==> src/rtl/tictactoe_game_ctrl.sv <==
// tictactoe_game_ctrl: sequential controller for tic-tac-toe.
// Holds the X/O boards, takes player X moves over a valid/ready handshake,
// captures the one-hot O move from the combinational AI selector, and
// flags win/draw/AI-fault results.
// Optional macro TTT_SCORE_EN adds saturating 4-bit score counters.
module tictactoe_game_ctrl (
  input  logic       clk,
  input  logic       rst_n,
  input  logic       new_game,
  input  logic       move_valid,
  input  logic [3:0] move_pos,
  output logic       move_ready,
  output logic [8:0] xin,
  output logic [8:0] oin,
  input  logic [8:0] ai_move,
  output logic       illegal,
  output logic       x_win,
  output logic       o_win,
  output logic       draw,
  output logic       ai_fault,
`ifdef TTT_SCORE_EN
  output logic [3:0] x_score,
  output logic [3:0] o_score,
  output logic [3:0] draw_score,
`endif
  output logic       game_over
);

  typedef enum logic [2:0] {WAIT_X, CHECK_X, AI, CHECK_O, DONE} state_t;

  // Eight winning lines; bit (8 - cell) marks each cell.
  // Rows, columns, then the two diagonals.
  localparam logic [71:0] LINE_MASKS = {9'h1C0, 9'h038, 9'h007,
                                        9'h124, 9'h092, 9'h049,
                                        9'h111, 9'h054};

  state_t     state_reg, state_next;
  logic [8:0] xin_reg, xin_next;
  logic [8:0] oin_reg, oin_next;
  logic       illegal_reg, illegal_next;
  logic       x_win_reg, x_win_next;
  logic       o_win_reg, o_win_next;
  logic       draw_reg, draw_next;
  logic       ai_fault_reg, ai_fault_next;

  logic [7:0] x_line;
  logic [7:0] o_line;
  logic [8:0] occupied;
  logic [8:0] move_bit;
  logic       handshake;
  logic       ai_onehot;
  logic       ai_valid;

  genvar gi;
  generate
    for (gi = 0; gi < 8; gi++) begin : g_line
      assign x_line[gi] = (xin_reg & LINE_MASKS[gi*9 +: 9]) == LINE_MASKS[gi*9 +: 9];
      assign o_line[gi] = (oin_reg & LINE_MASKS[gi*9 +: 9]) == LINE_MASKS[gi*9 +: 9];
    end
  endgenerate

  assign occupied   = xin_reg | oin_reg;
  // Cells beyond 8 shift out to zero; they are rejected by the range test anyway.
  assign move_bit   = 9'h100 >> move_pos;
  assign move_ready = (state_reg == WAIT_X);
  assign handshake  = move_valid & move_ready;
  assign ai_onehot  = (ai_move != 9'd0) && ((ai_move & (ai_move - 9'd1)) == 9'd0);
  assign ai_valid   = ai_onehot && ((ai_move & occupied) == 9'd0);

  // Next-state and next-board/flag logic; new_game overrides every state.
  always_comb begin
    state_next    = state_reg;
    xin_next      = xin_reg;
    oin_next      = oin_reg;
    illegal_next  = 1'b0;
    x_win_next    = x_win_reg;
    o_win_next    = o_win_reg;
    draw_next     = draw_reg;
    ai_fault_next = ai_fault_reg;
    if (new_game) begin
      state_next    = WAIT_X;
      xin_next      = 9'd0;
      oin_next      = 9'd0;
      x_win_next    = 1'b0;
      o_win_next    = 1'b0;
      draw_next     = 1'b0;
      ai_fault_next = 1'b0;
    end else begin
      case (state_reg)
        WAIT_X: begin
          if (handshake) begin
            if (move_pos > 4'd8 || (occupied & move_bit) != 9'd0) begin
              illegal_next = 1'b1;
            end else begin
              xin_next   = xin_reg | move_bit;
              state_next = CHECK_X;
            end
          end
        end
        CHECK_X: begin
          if (|x_line) begin
            x_win_next = 1'b1;
            state_next = DONE;
          end else if (occupied == 9'h1FF) begin
            draw_next  = 1'b1;
            state_next = DONE;
          end else begin
            state_next = AI;
          end
        end
        AI: begin
          if (!ai_valid) begin
            ai_fault_next = 1'b1;
            state_next    = DONE;
          end else begin
            oin_next   = oin_reg | ai_move;
            state_next = CHECK_O;
          end
        end
        CHECK_O: begin
          if (|o_line) begin
            o_win_next = 1'b1;
            state_next = DONE;
          end else if (occupied == 9'h1FF) begin
            draw_next  = 1'b1;
            state_next = DONE;
          end else begin
            state_next = WAIT_X;
          end
        end
        DONE:    state_next = DONE;
        default: state_next = WAIT_X;
      endcase
    end
  end

  // State, board and flag registers.
  always_ff @(posedge clk or negedge rst_n) begin
    if (!rst_n) begin
      state_reg    <= WAIT_X;
      xin_reg      <= 9'd0;
      oin_reg      <= 9'd0;
      illegal_reg  <= 1'b0;
      x_win_reg    <= 1'b0;
      o_win_reg    <= 1'b0;
      draw_reg     <= 1'b0;
      ai_fault_reg <= 1'b0;
    end else begin
      state_reg    <= state_next;
      xin_reg      <= xin_next;
      oin_reg      <= oin_next;
      illegal_reg  <= illegal_next;
      x_win_reg    <= x_win_next;
      o_win_reg    <= o_win_next;
      draw_reg     <= draw_next;
      ai_fault_reg <= ai_fault_next;
    end
  end

  assign xin       = xin_reg;
  assign oin       = oin_reg;
  assign illegal   = illegal_reg;
  assign x_win     = x_win_reg;
  assign o_win     = o_win_reg;
  assign draw      = draw_reg;
  assign ai_fault  = ai_fault_reg;
  assign game_over = x_win_reg | o_win_reg | draw_reg | ai_fault_reg;

`ifdef TTT_SCORE_EN
  logic [3:0] x_score_reg, o_score_reg, draw_score_reg;

  // Score counters bump on a flag's rising edge, saturate at 15, survive new_game.
  always_ff @(posedge clk or negedge rst_n) begin
    if (!rst_n) begin
      x_score_reg    <= 4'd0;
      o_score_reg    <= 4'd0;
      draw_score_reg <= 4'd0;
    end else begin
      if (x_win_next && !x_win_reg && x_score_reg != 4'hF)
        x_score_reg <= x_score_reg + 4'd1;
      if (o_win_next && !o_win_reg && o_score_reg != 4'hF)
        o_score_reg <= o_score_reg + 4'd1;
      if (draw_next && !draw_reg && draw_score_reg != 4'hF)
        draw_score_reg <= draw_score_reg + 4'd1;
    end
  end

  assign x_score    = x_score_reg;
  assign o_score    = o_score_reg;
  assign draw_score = draw_score_reg;
`endif

endmodule

==> config.mk <==
export PLATFORM = sky130hd
export DESIGN_NAME = tictactoe_game_ctrl
export DESIGN_NICKNAME = d
export VERILOG_FILES = /design/src/rtl/tictactoe_game_ctrl.sv
export SDC_FILE = /design/constraint.sdc
export NUM_CORES = 1
export LEC_CHECK = 0
export BUFFER_PORTS_ARGS = -buffer_cell sky130_fd_sc_hd__buf_2
export CELL_PAD_IN_SITES_DETAIL_PLACEMENT = 2
export CELL_PAD_IN_SITES_GLOBAL_PLACEMENT = 2
export CORE_MARGIN = 2
export CORE_UTILIZATION = 30
export CTS_CLUSTER_SIZE = 25
export DETAILED_ROUTE_END_ITERATION = 7
export PLACE_DENSITY_LB_ADDON = 0.1
export SLEW_MARGIN = 20
export SYNTH_ARGS = -nofsm -noshare
export SYNTH_HDL_FRONTEND = slang
export SYNTH_SLANG_ARGS = --single-unit
==> constraint.sdc <==
create_clock -name clk -period 2.4 [get_ports clk]
set_input_delay 0.12 -clock clk [delete_from_list [all_inputs] [get_ports clk]]
set_output_delay 0.12 -clock clk [all_outputs]
set_load 0.01 [all_outputs]
==> impl_metrics.ini <==
[power_and_ir_drop]
p_int_mw = 0.6320
pwr-share-clk = 0.346
switchingPower_mw = 0.2351
leakage_nw = 0.8829
vdd_drop_max_v = 0.0002027
power_density_mw_per_mm2 = 442.3
combPwrFrac = 0.134
sw_frac_of_total = 0.2711
seqPwrFrac = 0.521
finalPower_mw = 0.8671

[worst_setup_path]
required_ns = 2.59
crit_path_start_kind = flop
worstSetupPathType = flop to flop
cp_data_arrival_time_ns = 2.30
endpoint_kind = flop
cp_max_fo = 10

[clocking]
cts_setup_buffers = 0
cts_buffers = 3
insertion_delay_ns = 0.28
cts_tree = done
clockRootBuffer = clkbuf_8
clock_path_buffers = 2
cts_num_sinks = 26
htreeDepth = 1
clk_pin_slew_ns = 0.10

[layout]
final_area_mm2 = 0.001961
fillers = 596
drive_above_1_share = 0.2664
area_growth_pct = 25.26
fin_util = 0.3863
final_cells = 299
diodes = 0
nets = 247

[floorplan]
rows = 26
start_util = 0.3084
die_w_um = 76.23
ios = 42
dieHeight_um = 76.23
core_mm2 = 0.005075
die_area_mm2 = 0.005811

[logic_synthesis]
syn_avg_cell_area_um2 = 8.696
synthDistinctLibCells = 40
synthCells = 180
yosys_warnings = 0
syn_nets = 197
ys_ff_latch = 26
synthFlopType = dfrtp_1
synth_edf_count = 0
synth-async-reset-ratio = 1.000
synth_seq_area_share = 0.4157
netlist_area_mm2 = 0.001565

[placed_design]
dp_cells = 294
gp_congestion = 0.8061
dp_hpwl_um = 4590
portBuffers = 41
dpl_cell_area_mm2 = 0.001896

[grt]
grt_pass1_vias = 1822
grt_max_degree = 31
grt_overflow = 0
track_usage = 0.2145
grt_pass1_wl_um = 9798
antenna_found_initial = 0

[timing]
drv_slew = 0
max_freq_mhz = 473.2
finalClockSkew_ns = 0.003575
worst_pin_slew_ns = 0.5906
finalHoldViolCount = 0
timing.max_slew.rel_slack = 0.6063
finalCritPeriodShare = 0.8806
setup_tns_ns = 0
setup_viol = 0
rsz0062_at_grt = no
fin_crit_ns = 2.113

[detailed_routing]
via_per_inst = 5.522
first_pass_iters = 6
wirelength_um = 5885
ant_nets = 0
wl_per_cell_um = 19.68
drc = 0
route.vias.total = 1651
drt_iter0_markers = 101

[status]
status = completed

[worst_hold_path]
hp-class = primary input to flop

[run]
maxCapViolCount = 0
[routing by layer]
metal	vias up	track usage	wire, um
li1	784	-	-
met1	835	0.2671	2604
met2	27	0.3965	3100
met3	5	0.02370	121
met4	0	0.04909	59
met5	-	0	0
[worst max-delay path: stages, from the launching register on]
cell and delay, ns:
dfrtp_1 0.50, or4_1 0.50, nor3_1 0.16, o211a_1 0.38, nand3_1 0.21, a221oi_1 0.27
[cells by family after synthesis]
family | Yosys count | synth area share
AO/OA/AOI/OAI | 62 | 0.2742
flip-flops | 26 | 0.4157
XOR/XNOR | 1 | 0.005597
buffers and inverters | 24 | 0.06235
AND/OR/NAND/NOR | 67 | 0.2422
[stage by stage]
step	setup WS [ns]	hold WS, ns
2_1_floorplan	0.5094	-0.1756
3_3_place_gp	0.3567	0.1614
3_5_place_dp	0.2782	0.1625
4_1_cts	0.2735	0.1205
5_1_grt	0.1125	0.1364
6_report	0.2867	0.1200
[power by group through the flow]
| stage | logic [mW] | registers (mW) | clock network (mW) |
|---|---|---|---|
| finish | 0.116 | 0.451 | 0.300 |
| global route | 0.129 | 0.453 | 0.322 |
| CTS | 0.118 | 0.452 | 0.306 |
| detailed placement | 0.116 | 0.460 | 0 |
| global placement | 0.111 | 0.460 | 0 |
| floorplan | 0.0569 | 0.459 | 0 |
[cell usage in the layout (no fill, tap or decap), types with 2 or more instances in the layout]
| cell type | instances |
|---|---|
| a22o_1 | 6 |
| nor2_1 | 15 |
| clkbuf_8 | 4 |
| nand3_1 | 5 |
| inv_1 | 18 |
| nor3_1 | 5 |
| or2_2 | 4 |
| o31ai_1 | 2 |
| nand2_1 | 4 |
| o22ai_1 | 14 |
| a21oi_1 | 13 |
| buf_4 | 9 |
| a221oi_2 | 2 |
| or3_1 | 4 |
| nand4_1 | 10 |
| buf_2 | 41 |
| o41ai_1 | 2 |
| o21ai_0 | 6 |
| dfrtp_1 | 26 |
| a211oi_1 | 3 |
| or4_1 | 5 |
| nand2b_1 | 7 |
| a22oi_1 | 4 |
| a31oi_1 | 2 |
[what timing repair did]
item,4_1_cts,5_1_grt
hold buffers,1,0
hold endpoints to repair,26,0
resized for setup,0,0
setup endpoints to repair,0,0
[path summary, 6_finish.rpt]
path / startpoint / end / slack, ns / cells after the start
setup / recovery: xin[6] / state_reg[1] / 0.29 / 5
hold / removal: ai_move[6] / oin[6] / 0.12 / 3
setup reg to reg: xin[6] / state_reg[1] / 0.29 / 5
hold reg to reg: ai_fault / ai_fault / 0.53 / 2
max in group asynchronous: rst_n / xin[2] / 1.64 / 2
min in group asynchronous: rst_n / oin[2] / 0.37 / 2
[Yosys cell counts (all sizes together), types with 2 or more instances]
library cell | count | area share
clkbuf | 5 | 0.012
or4 | 5 | 0.024
o41ai | 2 | 0.011
nand4 | 10 | 0.040
dfrtp | 26 | 0.42
inv | 18 | 0.043
o22ai | 14 | 0.056
nand2b | 7 | 0.028
a31oi | 2 | 0.0080
nor2 | 15 | 0.036
a211oi | 3 | 0.014
or3 | 4 | 0.016
nor3 | 6 | 0.022
or2 | 4 | 0.016
o31ai | 2 | 0.0096
nand2 | 4 | 0.0096
o21ai | 7 | 0.022
a21oi | 13 | 0.042
nand3 | 5 | 0.016
a221oi | 3 | 0.025
a22oi | 4 | 0.019
a22o | 6 | 0.034
[cell type report]
cell class / instances / area [um2] / area share
inverter: 18 / 67.56 / 0.03446
clock buffer: 4 / 55.05 / 0.02808
timing repair buffer: 51 / 282.8 / 0.1442
multi-input combinational: 130 / 817.0 / 0.4167
tap: 70 / 87.58 / 0.04467
sequential: 26 / 650.6 / 0.3318
Note: power is estimated with default switching activity, not from simulation.
